[src/rtl/mem_port_arbiter_if.sv]
// Request/grant and memory-side bundle for mem_port_arbiter.
// The arbiter uses the slave modport; requesters and the memory use the master modport.
interface mem_port_arbiter_if #(
    parameter int unsigned ADDR_W = 16,
    parameter int unsigned DATA_W = 16
);
    logic              cpu_req;
    logic              cpu_we;
    logic              cpu_lock;
    logic [ADDR_W-1:0] cpu_addr;
    logic [DATA_W-1:0] cpu_wdata;
    logic              cpu_gnt;
    logic              cpu_rvalid;
    logic [DATA_W-1:0] cpu_rdata;

    logic              dbg_req;
    logic              dbg_we;
    logic [ADDR_W-1:0] dbg_addr;
    logic [DATA_W-1:0] dbg_wdata;
    logic              dbg_gnt;
    logic              dbg_rvalid;
    logic [DATA_W-1:0] dbg_rdata;

    logic              mem_en;
    logic              mem_we;
    logic [ADDR_W-1:0] mem_addr;
    logic [DATA_W-1:0] mem_wdata;
    logic [DATA_W-1:0] mem_rdata;

    logic [1:0]        owner;

    modport slave (
        input  cpu_req, cpu_we, cpu_lock, cpu_addr, cpu_wdata,
        output cpu_gnt, cpu_rvalid, cpu_rdata,
        input  dbg_req, dbg_we, dbg_addr, dbg_wdata,
        output dbg_gnt, dbg_rvalid, dbg_rdata,
        output mem_en, mem_we, mem_addr, mem_wdata,
        input  mem_rdata,
        output owner
    );

    modport master (
        output cpu_req, cpu_we, cpu_lock, cpu_addr, cpu_wdata,
        input  cpu_gnt, cpu_rvalid, cpu_rdata,
        output dbg_req, dbg_we, dbg_addr, dbg_wdata,
        input  dbg_gnt, dbg_rvalid, dbg_rdata,
        input  mem_en, mem_we, mem_addr, mem_wdata,
        output mem_rdata,
        input  owner
    );
endinterface

[src/rtl/mem_port_arbiter.sv]
// Arbitrates the single-port data/stack memory between the CPU sequencer and the debug port,
// with a CPU lock for atomic stack sequences and a starvation guard for debug.
module mem_port_arbiter #(
    parameter int unsigned ADDR_W       = 16,
    parameter int unsigned DATA_W       = 16,
    parameter int unsigned STARVE_LIMIT = 8
) (
    input logic               clk,
    input logic               reset,
    mem_port_arbiter_if.slave bus
);
    typedef enum logic [1:0] {
        IDLE    = 2'd0,
        CPU_OWN = 2'd1,
        DBG_OWN = 2'd2
    } state_t;

    localparam logic [7:0] STARVE_MAX = 8'(STARVE_LIMIT);

    state_t            state;
    logic [7:0]        starve_cnt;
    logic              lock_hold;
    logic              cpu_gnt_c;
    logic              dbg_gnt_c;

    logic              mem_en_q;
    logic              mem_we_q;
    logic [ADDR_W-1:0] mem_addr_q;
    logic [DATA_W-1:0] mem_wdata_q;

    logic              tag_cpu;
    logic              tag_dbg;
    logic              cpu_rvalid_q;
    logic              dbg_rvalid_q;
    logic [DATA_W-1:0] cpu_rdata_q;
    logic [DATA_W-1:0] dbg_rdata_q;

    // An active lock blocks debug even on cycles where the CPU is not requesting.
    always_comb begin
        lock_hold = (state == CPU_OWN) && bus.cpu_lock;
        cpu_gnt_c = 1'b0;
        dbg_gnt_c = 1'b0;
        if (lock_hold) begin
            cpu_gnt_c = bus.cpu_req;
        end else if (bus.dbg_req && (starve_cnt == STARVE_MAX)) begin
            dbg_gnt_c = 1'b1;
        end else if (bus.cpu_req) begin
            cpu_gnt_c = 1'b1;
        end else if (bus.dbg_req) begin
            dbg_gnt_c = 1'b1;
        end
    end

    always_ff @(posedge clk) begin
        if (reset) begin
            state        <= IDLE;
            starve_cnt   <= '0;
            mem_en_q     <= 1'b0;
            mem_we_q     <= 1'b0;
            mem_addr_q   <= '0;
            mem_wdata_q  <= '0;
            tag_cpu      <= 1'b0;
            tag_dbg      <= 1'b0;
            cpu_rvalid_q <= 1'b0;
            dbg_rvalid_q <= 1'b0;
            cpu_rdata_q  <= '0;
            dbg_rdata_q  <= '0;
        end else begin
            if (cpu_gnt_c) begin
                mem_en_q    <= 1'b1;
                mem_we_q    <= bus.cpu_we;
                mem_addr_q  <= bus.cpu_addr;
                mem_wdata_q <= bus.cpu_wdata;
            end else if (dbg_gnt_c) begin
                mem_en_q    <= 1'b1;
                mem_we_q    <= bus.dbg_we;
                mem_addr_q  <= bus.dbg_addr;
                mem_wdata_q <= bus.dbg_wdata;
            end else begin
                mem_en_q <= 1'b0;
                mem_we_q <= 1'b0;
            end

            // Read tags ride one stage behind the issue so rvalid lines up with mem_rdata.
            tag_cpu      <= cpu_gnt_c & ~bus.cpu_we;
            tag_dbg      <= dbg_gnt_c & ~bus.dbg_we;
            cpu_rvalid_q <= tag_cpu;
            dbg_rvalid_q <= tag_dbg;
            if (cpu_rvalid_q) cpu_rdata_q <= bus.mem_rdata;
            if (dbg_rvalid_q) dbg_rdata_q <= bus.mem_rdata;

            if (cpu_gnt_c || lock_hold) state <= CPU_OWN;
            else if (dbg_gnt_c)         state <= DBG_OWN;
            else                        state <= IDLE;

            if (bus.dbg_req && !dbg_gnt_c) begin
                if (starve_cnt != STARVE_MAX) starve_cnt <= starve_cnt + 8'd1;
            end else begin
                starve_cnt <= '0;
            end
        end
    end

    assign bus.cpu_gnt    = cpu_gnt_c;
    assign bus.dbg_gnt    = dbg_gnt_c;
    assign bus.mem_en     = mem_en_q;
    assign bus.mem_we     = mem_we_q;
    assign bus.mem_addr   = mem_addr_q;
    assign bus.mem_wdata  = mem_wdata_q;
    assign bus.cpu_rvalid = cpu_rvalid_q;
    assign bus.dbg_rvalid = dbg_rvalid_q;
    // The owning port sees memory data directly; the other port keeps its last read.
    assign bus.cpu_rdata  = cpu_rvalid_q ? bus.mem_rdata : cpu_rdata_q;
    assign bus.dbg_rdata  = dbg_rvalid_q ? bus.mem_rdata : dbg_rdata_q;
    assign bus.owner      = state;
endmodule

[src/flat_wrapper.sv]
// flat-port wrapper written by rule: the top's interface ports become plain ports
module mem_port_arbiter_flat 
#(
    parameter int unsigned ADDR_W       = 16,
    parameter int unsigned DATA_W       = 16,
    parameter int unsigned STARVE_LIMIT = 8
)
  (clk, reset, bus_cpu_req, bus_cpu_we, bus_cpu_lock, bus_cpu_addr, bus_cpu_wdata, bus_cpu_gnt, bus_cpu_rvalid, bus_cpu_rdata, bus_dbg_req, bus_dbg_we, bus_dbg_addr, bus_dbg_wdata, bus_dbg_gnt, bus_dbg_rvalid, bus_dbg_rdata, bus_mem_en, bus_mem_we, bus_mem_addr, bus_mem_wdata, bus_mem_rdata, bus_owner);
  mem_port_arbiter_if #(.ADDR_W(ADDR_W), .DATA_W(DATA_W)) bus_i ();
  input logic clk;
  input logic reset;
  input wire logic [$bits(bus_i.cpu_req)-1:0] bus_cpu_req;
  input wire logic [$bits(bus_i.cpu_we)-1:0] bus_cpu_we;
  input wire logic [$bits(bus_i.cpu_lock)-1:0] bus_cpu_lock;
  input wire logic [$bits(bus_i.cpu_addr)-1:0] bus_cpu_addr;
  input wire logic [$bits(bus_i.cpu_wdata)-1:0] bus_cpu_wdata;
  output wire logic [$bits(bus_i.cpu_gnt)-1:0] bus_cpu_gnt;
  output wire logic [$bits(bus_i.cpu_rvalid)-1:0] bus_cpu_rvalid;
  output wire logic [$bits(bus_i.cpu_rdata)-1:0] bus_cpu_rdata;
  input wire logic [$bits(bus_i.dbg_req)-1:0] bus_dbg_req;
  input wire logic [$bits(bus_i.dbg_we)-1:0] bus_dbg_we;
  input wire logic [$bits(bus_i.dbg_addr)-1:0] bus_dbg_addr;
  input wire logic [$bits(bus_i.dbg_wdata)-1:0] bus_dbg_wdata;
  output wire logic [$bits(bus_i.dbg_gnt)-1:0] bus_dbg_gnt;
  output wire logic [$bits(bus_i.dbg_rvalid)-1:0] bus_dbg_rvalid;
  output wire logic [$bits(bus_i.dbg_rdata)-1:0] bus_dbg_rdata;
  output wire logic [$bits(bus_i.mem_en)-1:0] bus_mem_en;
  output wire logic [$bits(bus_i.mem_we)-1:0] bus_mem_we;
  output wire logic [$bits(bus_i.mem_addr)-1:0] bus_mem_addr;
  output wire logic [$bits(bus_i.mem_wdata)-1:0] bus_mem_wdata;
  input wire logic [$bits(bus_i.mem_rdata)-1:0] bus_mem_rdata;
  output wire logic [$bits(bus_i.owner)-1:0] bus_owner;
  assign bus_i.cpu_req = bus_cpu_req;
  assign bus_i.cpu_we = bus_cpu_we;
  assign bus_i.cpu_lock = bus_cpu_lock;
  assign bus_i.cpu_addr = bus_cpu_addr;
  assign bus_i.cpu_wdata = bus_cpu_wdata;
  assign bus_cpu_gnt = bus_i.cpu_gnt;
  assign bus_cpu_rvalid = bus_i.cpu_rvalid;
  assign bus_cpu_rdata = bus_i.cpu_rdata;
  assign bus_i.dbg_req = bus_dbg_req;
  assign bus_i.dbg_we = bus_dbg_we;
  assign bus_i.dbg_addr = bus_dbg_addr;
  assign bus_i.dbg_wdata = bus_dbg_wdata;
  assign bus_dbg_gnt = bus_i.dbg_gnt;
  assign bus_dbg_rvalid = bus_i.dbg_rvalid;
  assign bus_dbg_rdata = bus_i.dbg_rdata;
  assign bus_mem_en = bus_i.mem_en;
  assign bus_mem_we = bus_i.mem_we;
  assign bus_mem_addr = bus_i.mem_addr;
  assign bus_mem_wdata = bus_i.mem_wdata;
  assign bus_i.mem_rdata = bus_mem_rdata;
  assign bus_owner = bus_i.owner;
  mem_port_arbiter #(.ADDR_W(ADDR_W), .DATA_W(DATA_W), .STARVE_LIMIT(STARVE_LIMIT)) u_core (.clk(clk), .reset(reset), .bus(bus_i));
endmodule
[config.mk]
export PLATFORM = sky130hd
export DESIGN_NAME = mem_port_arbiter_flat
export DESIGN_NICKNAME = d
export VERILOG_FILES = /design/src/rtl/mem_port_arbiter_if.sv /design/src/rtl/mem_port_arbiter.sv /design/src/flat_wrapper.sv
export SDC_FILE = /design/constraint.sdc
export NUM_CORES = 1
export LEC_CHECK = 0
export BUFFER_PORTS_ARGS = -buffer_cell sky130_fd_sc_hd__buf_2
export CORE_UTILIZATION = 25
export CTS_CLUSTER_DIAMETER = 40
export DETAILED_ROUTE_END_ITERATION = 10
export PLACE_DENSITY_LB_ADDON = 0.12
export SLEW_MARGIN = 40
export SYNTH_ARGS = -nofsm -noshare
export SYNTH_HDL_FRONTEND = slang
export SYNTH_SLANG_ARGS = --single-unit
[constraint.sdc]
create_clock -name clk -period 1.77 [get_ports clk]
set_input_delay 0.2655 -clock clk [delete_from_list [all_inputs] [get_ports clk]]
set_output_delay 0.2655 -clock clk [all_outputs]
set_load 0.1 [all_outputs]
=== After elaboration in Yosys (flattened, before gate mapping) ===
Index checks and enable logic that the tools add are counted.

* $add $sub $neg: 1
* Equality and inequality tests: 3
* Muxes and demuxes: 19
* Bitwise logic cells: 5
* Reductions and logical operators: 8

{| class="wikitable"
|+ Operator list
! kind !! count
|-
| 16-bit two-way mux || 6
|-
| 1-bit two-way mux || 12
|-
| 8-bit by 1-bit adder with 8-bit output (second input constant) || 1
|-
| 8-bit by 4-bit equality test with 1-bit output (second input constant) || 1
|-
| 8-bit by 4-bit inequality test with 1-bit output (second input constant) || 1
|-
| 2-bit OR reduction || 2
|-
| 1-bit logical AND || 3
|-
| 1-bit inverter || 3
|-
| 1-bit bitwise AND || 2
|-
| 2-bit by 1-bit equality test with 1-bit output (second input constant) || 1
|-
| 2-bit two-way mux || 1
|-
| 2-bit nonzero test || 1
|-
| 1-bit zero test || 1
|-
| 1-bit logical OR || 1
|}

* Register bits: 80
* Word-level logic and storage cells: 49

=== Logic depth before layout (Yosys ltp) ===
Gate-level depths: netlist of the first run.

* Word-level depth: 8
* Mapped depth: 8

=== Least setup slack after synthesis of the first run ===
No wires, ideal clock.

* Path kind: flip-flop to flip-flop
* Start point: reg u_core.dbg_rvalid_q, in the netlist u_core.bus.dbg_rvalid
* End point: reg u_core.dbg_rdata_q[10]
* Arrival time: 2286 ps
* Data required time: 1641 ps
* Setup slack: -645 ps
* Cell stages (with the launch flop): 5
* Buffers on the path: 2
* Cells stage by stage: dfxtp_1 clkbuf_1 buf_2 mux2_2 nor2b_1

* Word-level cells in the longest chain between the ends: 1

{| class="wikitable"
|+ Ends and longest elaborated chain
! element !! RTL line !! RTL
|-
| start: declaration || mem_port_arbiter.sv:34 || <nowiki>logic dbg_rvalid_q;</nowiki>
|-
| start signal: assignment || mem_port_arbiter.sv:88 || <nowiki>dbg_rvalid_q <= tag_dbg;</nowiki>
|-
| 16-bit two-way mux || - ||
|-
| named net bus_dbg_rdata[10] || flat_wrapper.sv:26 || <nowiki>output wire logic [$bits(bus_i.dbg_rdata)-1:0] bus_dbg_rdata;</nowiki>
|-
| end signal: assignment || mem_port_arbiter.sv:90 || <nowiki>if (dbg_rvalid_q) dbg_rdata_q <= bus.mem_rdata;</nowiki>
|-
| end: declaration || mem_port_arbiter.sv:36 || <nowiki>logic [DATA_W-1:0] dbg_rdata_q;</nowiki>
|}

The timed path passes the listed nets, and every way through them passes these cells.
A chain may end at the register's enable or synchronous reset.

=== Worst setup path after layout of the first run ===
* Start point: reg u_core.starve_cnt[0]
* End point: out bus_cpu_gnt

* Word-level cells in the longest chain between the ends: 4

{| class="wikitable"
|+ Ends and longest elaborated chain
! element !! RTL line !! RTL
|-
| start: declaration || mem_port_arbiter.sv:21 || <nowiki>logic [7:0] starve_cnt;</nowiki>
|-
| start signal: assignment || mem_port_arbiter.sv:97 || <nowiki>if (starve_cnt != STARVE_MAX) starve_cnt <= starve_cnt + 8'd1;</nowiki>
|-
| 8-bit by 4-bit equality test with 1-bit output || mem_port_arbiter.sv:45 || <nowiki>end else if (bus.dbg_req && (starve_cnt == STARVE_MAX)) begin</nowiki>
|-
| 1-bit logical AND || mem_port_arbiter.sv:45 ||
|-
| 1-bit two-way mux || mem_port_arbiter.sv:45 ||
|-
| 1-bit two-way mux || mem_port_arbiter.sv:43 || <nowiki>if (lock_hold) begin</nowiki>
|-
| end: declaration || flat_wrapper.sv:17 || <nowiki>output wire logic [$bits(bus_i.cpu_gnt)-1:0] bus_cpu_gnt;</nowiki>
|}

Every way passes these cells.

==> impl_metrics.yaml, run 1 <==
clocking:
  postCtsHoldBufs: 0
  cts_buffer_depth: 2
  cts_buffers: 9
  path_clk_slew_ns: 0.06
  cts.sinks: 80
  clock_latency_ns: 0.33
  cts_tree: "yes"
  cts-htree-levels: 3
  cts-root-buf: "clkbuf_16"
critical_path:
  cp-endpoint: "bus_cpu_gnt"
  crit_type: "register to primary output"
  reg2reg_depth: 10
  cp.arrival_ns: 1.70
  crit_path_max_fanout: 2
  crit_buf_inv: 4
  crit_cells: 7
  worstSetupEndpointType: "primary output"
  crit_start: "u_core.starve_cnt[0]"
  crit_chain: "inv_2, ha_4, nor4b_4, buf_4, a41oi_4, buf_12, buf_16"
  rr_endpoint: "u_core.bus.mem_addr[11]"
  rrSetupSlack_ns: -0.14
  slowest_stage: "dfxtp_2"
  cp-start-kind: "register"
  r2r_start: "u_core.starve_cnt[0]"
  critPathRequiredTime_ns: 1.50
  critPathTopFamily: "buffers and inverters"
  critPathMaxStageDelay_ns: 0.34
drt:
  drtIter0Drc: 83
  finalWirelength_mm: 8.28
  avgViaCountPerCell: 4.30
  vias: 2766
  drc: 0
  dr.pass1.iters: 4
  drt.antenna.violating_nets: 0
  avgRoutedWirePerCell_um: 12.9
die:
  die_h_um: 116
  initial_utilization: 0.256
  std_cell_rows: 41
  core_area_sq_um: 12600
  fp.dieW_um: 116
  io_pins: 159
  design.die.area_sq_um: 13400
placement:
  hpwl_mm: 5.64
  io_buffers: 158
  place_inst: 613
  placed_area_sq_um: 4680
  gp_congestion: 0.771
  dp_worst_setup_slack_ns: 0.00960
power:
  irDropWorstVdd_mv: 0.537
  leakagePower_nw: 2.42
  p_total_mw: 5.06
  power_density_nw_per_um2: 966
final_layout:
  stdcell_area_sq_um: 5240
  drive_above_1_share: 0.559
  final_cell_mix: "buf_2 (135), dfxtp_1 (74), nor2b_1 (35)"
  n_antenna_cell: 0
  fin_cells: 644
  fin_util: 0.415
  layout_commonest_cell: "buf_2"
  layout.nets: 556
  area_growth_pct: 62.0
hold_path:
  min_from: "bus_cpu_we"
  hp-class: "input pin to register"
yosys:
  synth_top_family_by_area: "multiplexers"
  synth.avg_cell_area_sq_um: 11.5
  synth.distinct_cells: 32
  muxShareOfSynthArea: 0.210
  synthFlopType: "dfxtp_1"
  synthSimpleGateAreaFrac: 0.127
  ys_seq_area_frac: 0.495
  syn-cell-area_sq_um: 3240
  synthAdderAreaFrac: 0.00773
  ys_ff_latch: 80
  synth_xor_area_frac: 0.0162
  async_flop_share: 0
  synth_cells: 281
  synth-compound-area-share: 0.107
  synth-edff-count: 0
  yosys_warnings: 0
  syn-num-nets: 370
sta:
  setup_viol: 33
  fin_crit_ns: 1.96
  layout_setup_ws_ns: -0.193
  finClkSkew_ns: 0.00449
  fin_crit_sh: 1.11
  maxSlewHeadroom: 0.658
  hold_viol: 0
  rsz0062_at_grt: "true"
  slew_violations: 0
  worst_pin_slew_ns: 0.517
  max_freq_mhz: 509
grt:
  antenna_found_initial: 0
  overflow: 0
  grt_pass1_vias: 2787
  grtUsageTotal: 0.131
  grt_pass1_wl_mm: 13.2
  grt_max_degree: 38
outcome:
  violations: "negative setup slack"
  outcome: "finished with violations"
job:
  maxCapViolCount: 0
area by class of cell:
type | instances | area, sq um
Fill cell | 1266 | 7380
Multi-Input combinational cell | 178 | 1660
Sequential cell | 80 | 1620
Timing Repair Buffer | 193 | 1410
Clock buffer | 10 | 229
Tap cell | 172 | 215
Clock inverter | 6 | 83.8
Inverter | 5 | 22.5
state kept, by name, indices dropped and copies added, names as in the netlist, 2 cells and up:
| name | count |
|---|---|
| u_core.bus.mem_addr | 16 |
| u_core.bus.mem_wdata | 16 |
| u_core.bus.owner | 2 |
| u_core.cpu_rdata_q | 16 |
| u_core.dbg_rdata_q | 16 |
| u_core.starve_cnt | 8 |
synthesized netlist by cell type, types with 4 or more instances:
library cell	count	share of area
nand3_1	7	0.011
buf_6	4	0.014
nand2_1	6	0.0070
nor2_1	6	0.0070
xor2_1	4	0.011
o2bb2ai_1	32	0.087
mux2i_1	32	0.099
mux2_2	32	0.11
clkbuf_1	11	0.013
dfxtp_1	80	0.49
nor2b_1	35	0.068
inv_1	5	0.0058
repair_timing:
action | in CTS | in global routing
gates cloned | 1 | 0
pin swaps | 3 | 5
setup endpoints to repair | 22 | 48
setup buffers | 14 | 1
resized for setup | 7 | 21
per-stage QoR:
stage	hold slack [ns]	TNS, ns
global placement	0.417	0
CTS	0.101	-1.91
global route	0.115	-6.45
detailed placement	0.424	0
floorplan	0.341	0
finish	0.126	-3.26
per-layer routing:
metal,vias up,track usage,wire (um)
met5,-,0,0
met4,0,0.0744,182
met3,13,0.0356,597
met2,119,0.213,3830
met1,1261,0.156,3670
li1,1373,-,-
where the power goes:
part	switching (mW)	total (mW)	leakage (nW)	internal [mW]
Sequential	0.0373	1.92	0.658	1.88
Combinational	0.864	1.20	1.62	0.341
Clock	0.718	1.94	0.146	1.23
worst min-delay path by stage:
stage          slack (ns)  depth (start not counted)               endpoint
6_report             0.13                          2         u_core.tag_cpu
5_1_grt              0.11                          2         u_core.tag_cpu
4_1_cts              0.10                          2         u_core.tag_cpu
3_5_place_dp         0.42                          1  u_core.bus.cpu_rvalid
3_3_place_gp         0.42                          1  u_core.bus.dbg_rvalid
2_1_floorplan        0.34                          1         u_core.tag_cpu
cells by family (layout without fill, tap and decap cells):
| logic type | after synthesis | count (layout) |
|---|---|---|
| flip-flops | 80 | 80 |
| AND/OR/NAND/NOR | 65 | 65 |
| multiplexers | 64 | 64 |
| AO/OA/AOI/OAI | 41 | 41 |
| buffers and inverters | 23 | 214 |
| XOR/XNOR | 6 | 6 |
| adder cells (fa/ha/maj) | 2 | 2 |
(Power assumes the default switching activity.)
==> run 2: changes to the inputs <==
GPL_ROUTABILITY_DRIVEN = 0   (was default)
TNS_END_PERCENT = 50   (was default)
==> run 2 against run 1 <==
Register-to-register slack barely moved. Global-route usage unchanged. Combinational power is essentially flat. Sequential share of layout area barely moved. Largest cell class unchanged. Utilization hardly changed. Worst hold slack is essentially flat. Sequential power barely moved. Wire length down 0.21%. Fmax increased by 0.85%. Cell area is 0.12% lower. Cell count unchanged. The flow still finishes with violations (negative setup slack).
==> impl_metrics.yaml, run 2 (synthesized netlist as in run 1, its figures left out) <==
final_layout:
  n_antenna_cell: 0
  final_cell_mix: "buf_2 (135), dfxtp_1 (74), nor2b_1 (35)"
  area_growth_pct: 61.8
  drive_above_1_share: 0.551
  stdcell_area_sq_um: 5240
  layout_commonest_cell: "buf_2"
  layout.nets: 556
clocking:
  path_clk_slew_ns: 0.06
  cts_buffers: 9
  cts.sinks: 80
  cts-root-buf: "clkbuf_16"
  cts-htree-levels: 3
  clock_latency_ns: 0.33
  cts_buffer_depth: 2
  cts_tree: "yes"
power:
  irDropWorstVdd_mv: 0.536
  leakagePower_nw: 2.43
  power_density_nw_per_um2: 966
die:
  core_area_sq_um: 12600
  std_cell_rows: 41
  io_pins: 159
  design.die.area_sq_um: 13400
  initial_utilization: 0.256
  die_h_um: 116
  fp.dieW_um: 116
critical_path:
  crit_path_max_fanout: 2
  r2r_start: "u_core.starve_cnt[0]"
  rr_endpoint: "u_core.bus.mem_addr[11]"
  critPathRequiredTime_ns: 1.50
  cp-start-kind: "register"
  crit_start: "u_core.starve_cnt[0]"
  worstSetupEndpointType: "primary output"
  cp.arrival_ns: 1.68
  rrSetupSlack_ns: -0.14
  crit_chain: "inv_2, ha_4, nor4b_4, buf_4, a41oi_4, buf_12, buf_16"
  reg2reg_depth: 10
  cp-endpoint: "bus_cpu_gnt"
  slowest_stage: "dfxtp_2"
  critPathMaxStageDelay_ns: 0.34
  crit_type: "register to primary output"
hold_path:
  hp-class: "input pin to register"
  min_path_cells: 2
grt:
  grt_pass1_vias: 2791
  grt_max_degree: 38
  overflow: 0
  grtUsageTotal: 0.131
  grt.busiest_layer: "met2"
  antenna_found_initial: 0
  use_met3: 0.0356
  grtUsageMet1: 0.156
  grt_pass1_wl_mm: 13.2
  globalRouteMet2Util: 0.213
sta:
  finClkSkew_ns: 0.00354
  fin_crit_ns: 1.95
  rsz0062_at_grt: "true"
  maxSlewHeadroom: 0.658
  fin_crit_sh: 1.10
  fin_tns_setup_ns: -3.23
  layout_setup_ws_ns: -0.177
  holdWs_ns: 0.126
  slew_violations: 0
  hold_viol: 0
  max_freq_mhz: 514
  setup_viol: 33
  worst_pin_slew_ns: 0.517
drt:
  drt.antenna.violating_nets: 0
  drtIter0Drc: 83
  avgRoutedWirePerCell_um: 12.8
  vias: 2766
  avgViaCountPerCell: 4.30
  finalWirelength_mm: 8.27
  dr.pass1.iters: 4
  drc: 0
outcome:
  violations: "negative setup slack"
  outcome: "finished with violations"
placement:
  io_buffers: 158
  hpwl_mm: 5.64
  placed_area_sq_um: 4680
job:
  maxCapViolCount: 0
## run 2: timing repair
action,4_1_cts,5_1_grt
cloned,1,0
setup endpoints to repair,22,48
gates resized for setup,6,20
pin swaps,3,9
hold buffers,0,0
buffers inserted,14,0
## run 2: final cells by class
class	count	area (sq um)
repair buffers	193	1420
clock buffers	10	229
inverters	5	22.5
flip-flops and latches	80	1620
fillers	1265	7380
well taps	172	215
clock inverters	6	83.8
multi-input cells	178	1640
## run 2: worst max-delay path: cells and delay by family, from the launching register on
family / cells / cell delay [ns]
adders and majority gates: 1 / 0.14
buffers and inverters: 4 / 0.50
DFF: 1 / 0.34
AOI/OAI and AO/OA: 1 / 0.24
and+or+nand+nor: 1 / 0.12
## run 2: metrics by stage
stage                     cells  setup slack, ns  total power, mW  utilization
final                       644           -0.177             5.06        0.415
after global routing        644           -0.252             5.29        0.415
after CTS                   644           -0.165             5.13        0.410
after detailed placement    613          0.00960             3.11        0.371
after floorplan             281           0.0362             2.81            -
after global placement      613           0.0805             3.11        0.371
## run 2: power breakdown
group | total [mW] | switching, mW | internal (mW)
clock | 1.94 | 0.717 | 1.23
combinational | 1.20 | 0.861 | 0.335
sequential | 1.92 | 0.0373 | 1.88
total | 5.06 | 1.62 | 3.44
## run 2: how the worst min path moves through the flow
stage | start | end | slack [ns]
final | bus_cpu_we | u_core.tag_cpu | 0.13
after global routing | bus_cpu_we | u_core.tag_cpu | 0.11
after CTS | bus_cpu_we | u_core.tag_cpu | 0.10
after detailed placement | u_core.tag_cpu | u_core.bus.cpu_rvalid | 0.42
after global placement | u_core.tag_dbg | u_core.bus.dbg_rvalid | 0.42
after floorplan | bus_cpu_we | u_core.tag_cpu | 0.34
## run 2: layer usage
metal | up-vias | part of all wire
li1 | 1372 | -
met5 | - | 0
met1 | 1262 | 0.44
met3 | 13 | 0.071
met4 | 0 | 0.022
met2 | 119 | 0.46
